[config.mk]
export PLATFORM = sky130hd
export DESIGN_NAME = alu_req_arbiter
export DESIGN_NICKNAME = d
export VERILOG_FILES = /design/src/rtl/alu_req_arbiter.sv
export SDC_FILE = /design/constraint.sdc
export NUM_CORES = 1
export LEC_CHECK = 0
export CAP_MARGIN = 20
export CORE_UTILIZATION = 40
export DETAILED_ROUTE_END_ITERATION = 16
export PLACE_DENSITY = 0.84
export SYNTH_ARGS = -nofsm -noshare
export SYNTH_HDL_FRONTEND = slang
export SYNTH_SLANG_ARGS = --single-unit
[constraint.sdc]
create_clock -name clk -period 2.2 [get_ports clk]
set_clock_uncertainty 0.05 [all_clocks]
set_input_delay 0.55 -clock clk [delete_from_list [all_inputs] [get_ports clk]]
set_output_delay 0.55 -clock clk [all_outputs]
set_load 0.03 [all_outputs]
[src/rtl/alu_req_arbiter.sv]
// Round-robin arbiter sharing one combinational ALU between two requesters.
// Optional ALU_ARB_GRANT_CNT_EN adds saturating per-requester grant counters.
module alu_req_arbiter #(
  parameter int WIDTH = 4,
  parameter int OPT_W = 3
) (
  input  logic             clk,
  input  logic             rst,
  input  logic [1:0]       req_valid,
  output logic [1:0]       req_ready,
  input  logic [WIDTH-1:0] req0_a,
  input  logic [WIDTH-1:0] req0_b,
  input  logic [OPT_W-1:0] req0_opt,
  input  logic [WIDTH-1:0] req1_a,
  input  logic [WIDTH-1:0] req1_b,
  input  logic [OPT_W-1:0] req1_opt,
  output logic [1:0]       rsp_valid,
  input  logic [1:0]       rsp_ready,
  output logic [WIDTH-1:0] rsp_result,
  output logic [4:0]       rsp_flags,
  output logic [WIDTH-1:0] alu_a,
  output logic [WIDTH-1:0] alu_b,
  output logic [OPT_W-1:0] alu_opt,
  input  logic [WIDTH-1:0] alu_result,
  input  logic [4:0]       alu_flags,
  output logic             busy
`ifdef ALU_ARB_GRANT_CNT_EN
  ,
  output logic [7:0]       grant_cnt0,
  output logic [7:0]       grant_cnt1
`endif
);

  typedef enum logic [1:0] {
    IDLE,
    ISSUE,
    RESP
  } state_e;

  state_e           state_q, state_d;
  logic             owner_q, owner_d;
  logic             last_q, last_d;
  logic             grant;
  logic             accept;
  logic [WIDTH-1:0] alu_a_q, alu_a_d;
  logic [WIDTH-1:0] alu_b_q, alu_b_d;
  logic [OPT_W-1:0] alu_opt_q, alu_opt_d;
  logic [WIDTH-1:0] res_q, res_d;
  logic [4:0]       flags_q, flags_d;

  always_comb begin
    state_d   = state_q;
    owner_d   = owner_q;
    last_d    = last_q;
    alu_a_d   = alu_a_q;
    alu_b_d   = alu_b_q;
    alu_opt_d = alu_opt_q;
    res_d     = res_q;
    flags_d   = flags_q;
    req_ready = 2'b00;
    rsp_valid = 2'b00;
    grant     = 1'b0;
    accept    = 1'b0;
    unique case (state_q)
      IDLE: begin
        if (|req_valid) begin
          accept = 1'b1;
          // Contention goes to whoever did not win last time.
          grant     = (&req_valid) ? ~last_q : req_valid[1];
          req_ready = grant ? 2'b10 : 2'b01;
          owner_d   = grant;
          last_d    = grant;
          alu_a_d   = grant ? req1_a : req0_a;
          alu_b_d   = grant ? req1_b : req0_b;
          alu_opt_d = grant ? req1_opt : req0_opt;
          state_d   = ISSUE;
        end
      end
      ISSUE: begin
        res_d   = alu_result;
        flags_d = alu_flags;
        state_d = RESP;
      end
      RESP: begin
        rsp_valid = owner_q ? 2'b10 : 2'b01;
        if (rsp_ready[owner_q]) state_d = IDLE;
      end
      default: state_d = IDLE;
    endcase
  end

  always_ff @(posedge clk) begin
    if (rst) begin
      state_q   <= IDLE;
      owner_q   <= 1'b0;
      last_q    <= 1'b1;
      alu_a_q   <= '0;
      alu_b_q   <= '0;
      alu_opt_q <= '0;
      res_q     <= '0;
      flags_q   <= '0;
    end else begin
      state_q   <= state_d;
      owner_q   <= owner_d;
      last_q    <= last_d;
      alu_a_q   <= alu_a_d;
      alu_b_q   <= alu_b_d;
      alu_opt_q <= alu_opt_d;
      res_q     <= res_d;
      flags_q   <= flags_d;
    end
  end

  assign alu_a      = alu_a_q;
  assign alu_b      = alu_b_q;
  assign alu_opt    = alu_opt_q;
  assign rsp_result = res_q;
  assign rsp_flags  = flags_q;
  assign busy       = (state_q != IDLE);

`ifdef ALU_ARB_GRANT_CNT_EN
  logic [7:0] cnt0_q, cnt0_d;
  logic [7:0] cnt1_q, cnt1_d;

  always_comb begin
    cnt0_d = cnt0_q;
    cnt1_d = cnt1_q;
    if (accept && !grant && cnt0_q != 8'hFF) cnt0_d = cnt0_q + 8'd1;
    if (accept && grant && cnt1_q != 8'hFF) cnt1_d = cnt1_q + 8'd1;
  end

  always_ff @(posedge clk) begin
    if (rst) begin
      cnt0_q <= 8'd0;
      cnt1_q <= 8'd0;
    end else begin
      cnt0_q <= cnt0_d;
      cnt1_q <= cnt1_d;
    end
  end

  assign grant_cnt0 = cnt0_q;
  assign grant_cnt1 = cnt1_q;
`endif

endmodule

; ---- Yosys cells after proc, flatten, opt, wreduce, memory -nomap -nowiden
; Cells that the tools add are included.
[totals]
reg_bits = 24
input_bits = 37
wordCells = 34
[classes]
muxes = 14
n_reduce_logical = 6
n_lt_le_gt_ge = 1
eq_ne = 4
bitwise = 1
[op_table]
columns = op, count
row1 = two-way mux 2 bit, 7
row2 = two-way mux 4 bit, 2
row3 = one-hot mux 2 bit (3 select lines), 1
row4 = AND reduction 2 bit, 3
row5 = inequality test 2 bit (second input constant), 2
row6 = two-way mux 1 bit, 3
row7 = two-way mux 3 bit, 1
row8 = == test 2 x 1 -> 1 bit (second input constant), 1
row9 = == test 2 bit (second input constant), 1
row10 = logical NOT 2 bit, 1
row11 = < comparator 1 x 2 -> 1 bit (second input constant), 1
row12 = nonzero test 2 bit, 1
row13 = OR reduction 2 bit, 1
row14 = inverter 1 bit, 1

; ---- Longest topological paths before layout
[logic_depth]
ltp_word = 5
ltp_mapped = 5

; ---- Worst setup path after synthesis
; Ideal clock, no wire load.
[synth_timing]
kind = input-to-output
start = input req_valid[0]
end = output req_ready[0]
path_buffers = 2
required_time_ns = 1.600
slack_ns = 0.114
arrival_time_ns = 1.486
stages = 5
path_cell_list = buf_6 or2_1 clkbuf_1 nand2_1 nor2_1
[synth_between]
elab_chain_len = 5
elab_cells_between_ends = 6
classes_between = 4 x mux / 2 x reduce/logical
[synth_rtl]
columns = element, line
row1 = from (decl), 9  ; input logic [1:0] req_valid,
row2 = AND reduction 2 bit, 69  ; grant = (&req_valid) ? ~last_q : req_valid[1];
row3 = two-way mux 1 bit, 69
row4 = two-way mux 2 bit, 70  ; req_ready = grant ? 2'b10 : 2'b01;
row5 = two-way mux 2 bit *, 66  ; if (|req_valid) begin
row6 = two-way mux 2 bit *, 64  ; unique case (state_q)
row7 = to (decl), 10  ; output logic [1:0] req_ready,
; Mark *: on every way between the ends. The rest lies on a longest branch, timed or not.

; ---- Worst setup path after layout
[layout_timing]
start = register state_q[0]
end = output req_ready[0]
[layout_between]
elab_chain_len = 2
[layout_rtl]
columns = element, line
row1 = from (decl), 40  ; state_e state_q, state_d;
row2 = from (signal assigned), 103  ; state_q <= state_d;
row3 = logical NOT 2 bit, 64
row4 = two-way mux 2 bit, 64
; No other way between the ends.

==> results.md <==
* Max-cap violations at 0
* DR iter-0 viols at 25
* CP Data Arrival Time at 1.42 ns
* Mapped Area at 0.00108 mm²
* Avg Inst Size Synth at 9.04 µm²
* Crit path time final at slightly above 2 ns
* Initial antenna violation count at 0
* CTS tree: yes
* Post-synthesis instance total at 119
* Cell Pwr Density at 637 mW/mm²
* Initial Util at a little over two fifths
* Die height at 53.9 µm
* Leak at ~0.71 nW
* Worst-path clk slew at 0.12 ns
* Worst skew pair latency at 0.30 ns
* CTS max path bufs at 2
* Setup violators final at 0
* Share of cells above drive strength 1 at 13.4%
* Peak supply drop at 0.000447 V
* Final net count at 224
* Pin count of the biggest net entering global routing at 18
* Crit start category: register
* Crit-path max FO at 17
* First-pass GRT wire length at 4.29 mm
* Ant diodes at 0
* Synth unique cells at 26
* EDFF count, synth at 0
* # rows at 18
* Setup_tns at 0 ns
* Hold Fails Final Rpt at 0
* Final WL at 2.92 mm
* Fin. max-slew vios at 0
* Die W at 53.9 µm
* Crit end category: primary output
* Gpl congestion at between 0.6 and 0.7
* Largest cells by area after synthesis: dfxtp_1, a21oi_1, mux2i_1
* Ports at 62
* Req. time, crit path at approximately 1.6 ns
* DRT Pass-1 Iters at 4
* Crit path kind: reg2out
* Slew @ Worst Pin at 0.600 ns
* Count leader, synth: dfxtp_1
* Max Clock Freq at around 0.50 GHz
* Via/cell ratio at between 5 and 6
* DRC at 0
* Port Buffer Count at 61
* Die Footprint at 0.00290 mm²
* Final ANT Viol Nets at 0
* Slew HR at 59.9%
* GRT overflow at 0
* Total clock sinks at 24
* HP Class: reg2reg
* Multi-input gate area at 539 µm²
* DR WL/cell at 13.5 µm
* Detailed Place HPWL at 2.21 mm
* Status: complete, no violations
* Synthesis-stage register bit count at 24
* Net Count, Synth at between 150 and 200
* Area growth syn-to-layout at 66.0%
* Yosys warnings at 0
* RSZ-0062 raised after global routing: no
* Top post-synthesis cells by count: dfxtp_1, nand2_1, a21oi_1
* Global-route usage over all layers at a little over a fifth
* Synth async-reset ratio at 0%
* CTS buffer count at 3
* Fin crit share at 91.7%
* Seq/Total Area, Yosys at 44.7%
* Synth top area share at between 40 and 50%
* Clock root buffer master: clkbuf_4
* Dominant synthesized flop cell: dfxtp_1
* Vias in the first global route at 1006
* Via Count at 1117
* H-tree Lvls at 1
* Fillcell total at 216
* Final Util at 71.5%
* Area leader, netlist: dfxtp_1
* Core footprint at 0.00250 mm²
* Seq. cell area at 480 µm²
-- registers in the layout, indices dropped and copies added (netlist names) --
register / count
rsp_flags: 5
alu_a: 4
alu_b: 4
rsp_result: 4
alu_opt: 3
state_q: 2
last_q: 1
owner_q: 1
-- per-stage QoR --
step	cells	setup WS, ns	hold WS (ns)	total power [mW]	instance area [µm²]
after floorplan	119	0.114	0.444	0.736	1080
after global placement	210	0.0252	0.391	0.909	1730
after detailed placement	210	0.0127	0.398	0.920	1730
after CTS	214	0.00370	0.416	1.14	1760
after global routing	216	0.114	0.428	1.19	1790
final	216	0.183	0.414	1.14	1790
-- worst max-delay path, stage by stage (launching register included) --
cell and delay (ns):
dfxtp_1 0.39, nor2_4 0.14, buf_4 0.22, nand2_1 0.09, nor2_1 0.10, buf_4 0.17
-- cell usage in the layout (no fill, tap or decap), types with 2 or more instances in the layout --
master,netlist,routed
nand2b_1,2,2
dlygate4sd2_1,0,3
mux2i_1,9,9
a211oi_2,5,5
dfxtp_1,24,24
clkbuf_4,0,3
o21ai_1,4,4
buf_4,0,11
nand3_1,3,3
nand2_1,21,21
clkdlybuf4s50_1,0,54
a211oi_1,3,3
nand4_1,3,3
nor2_1,3,3
nor2_4,2,2
a21oi_1,19,19
nor3b_1,2,2
a31oi_1,3,3
dlymetal6s2s_1,0,2
-- cells by family after synthesis --
family,synth area share [%]
DFF,44.7
and+or+nand+nor,18.8
muxes,8.37
buffers and inverters,5.23
AOI/OAI and AO/OA,22.9
-- per-layer routing --
| layer | routed length (µm) | vias up | GRT usage (%) |
|---|---|---|---|
| met5 | 0 | - | 0 |
| met4 | 12 | 0 | 6.58 |
| met3 | 169 | 2 | 4.24 |
| met2 | 1540 | 47 | 39.9 |
| met1 | 1200 | 514 | 22.6 |
| li1 | - | 554 | - |
-- power by group --
| part | internal (mW) | switching, mW |
|---|---|---|
| registers | 0.476 | 0.0291 |
| clock network | 0.101 | 0.124 |
| logic | 0.194 | 0.214 |
| total | 0.771 | 0.367 |
-- timing repair --
item	4_1_cts	5_1_grt
setup buffers	0	2
resized for setup	3	3
endpoints found under the setup margin	3	2
hold buffers	0	0
gates cloned	0	0
endpoints found under the hold margin	0	0
-- final timing paths --
path | from | endpoint | slack (ns) | cells after the start
worst max register to register | last_q | alu_opt[2] | 0.72 | 6
worst min register to register | rsp_flags[2] | rsp_flags[2] | 0.41 | 2
worst max-delay path | state_q[0] | req_ready[0] | 0.18 | 5
worst min-delay path | rsp_flags[2] | rsp_flags[2] | 0.41 | 2
-- final cells by class --
| cell class | instances | share of cell area (%) |
|---|---|---|
| Timing Repair Buffer | 71 | 38.4 |
| Multi-Input combinational cell | 85 | 30.2 |
| Sequential cell | 24 | 26.9 |
| Tap cell | 30 | 2.10 |
| Clock buffer | 4 | 2.03 |
| Inverter | 2 | 0.420 |
(Power assumes the default switching activity.)
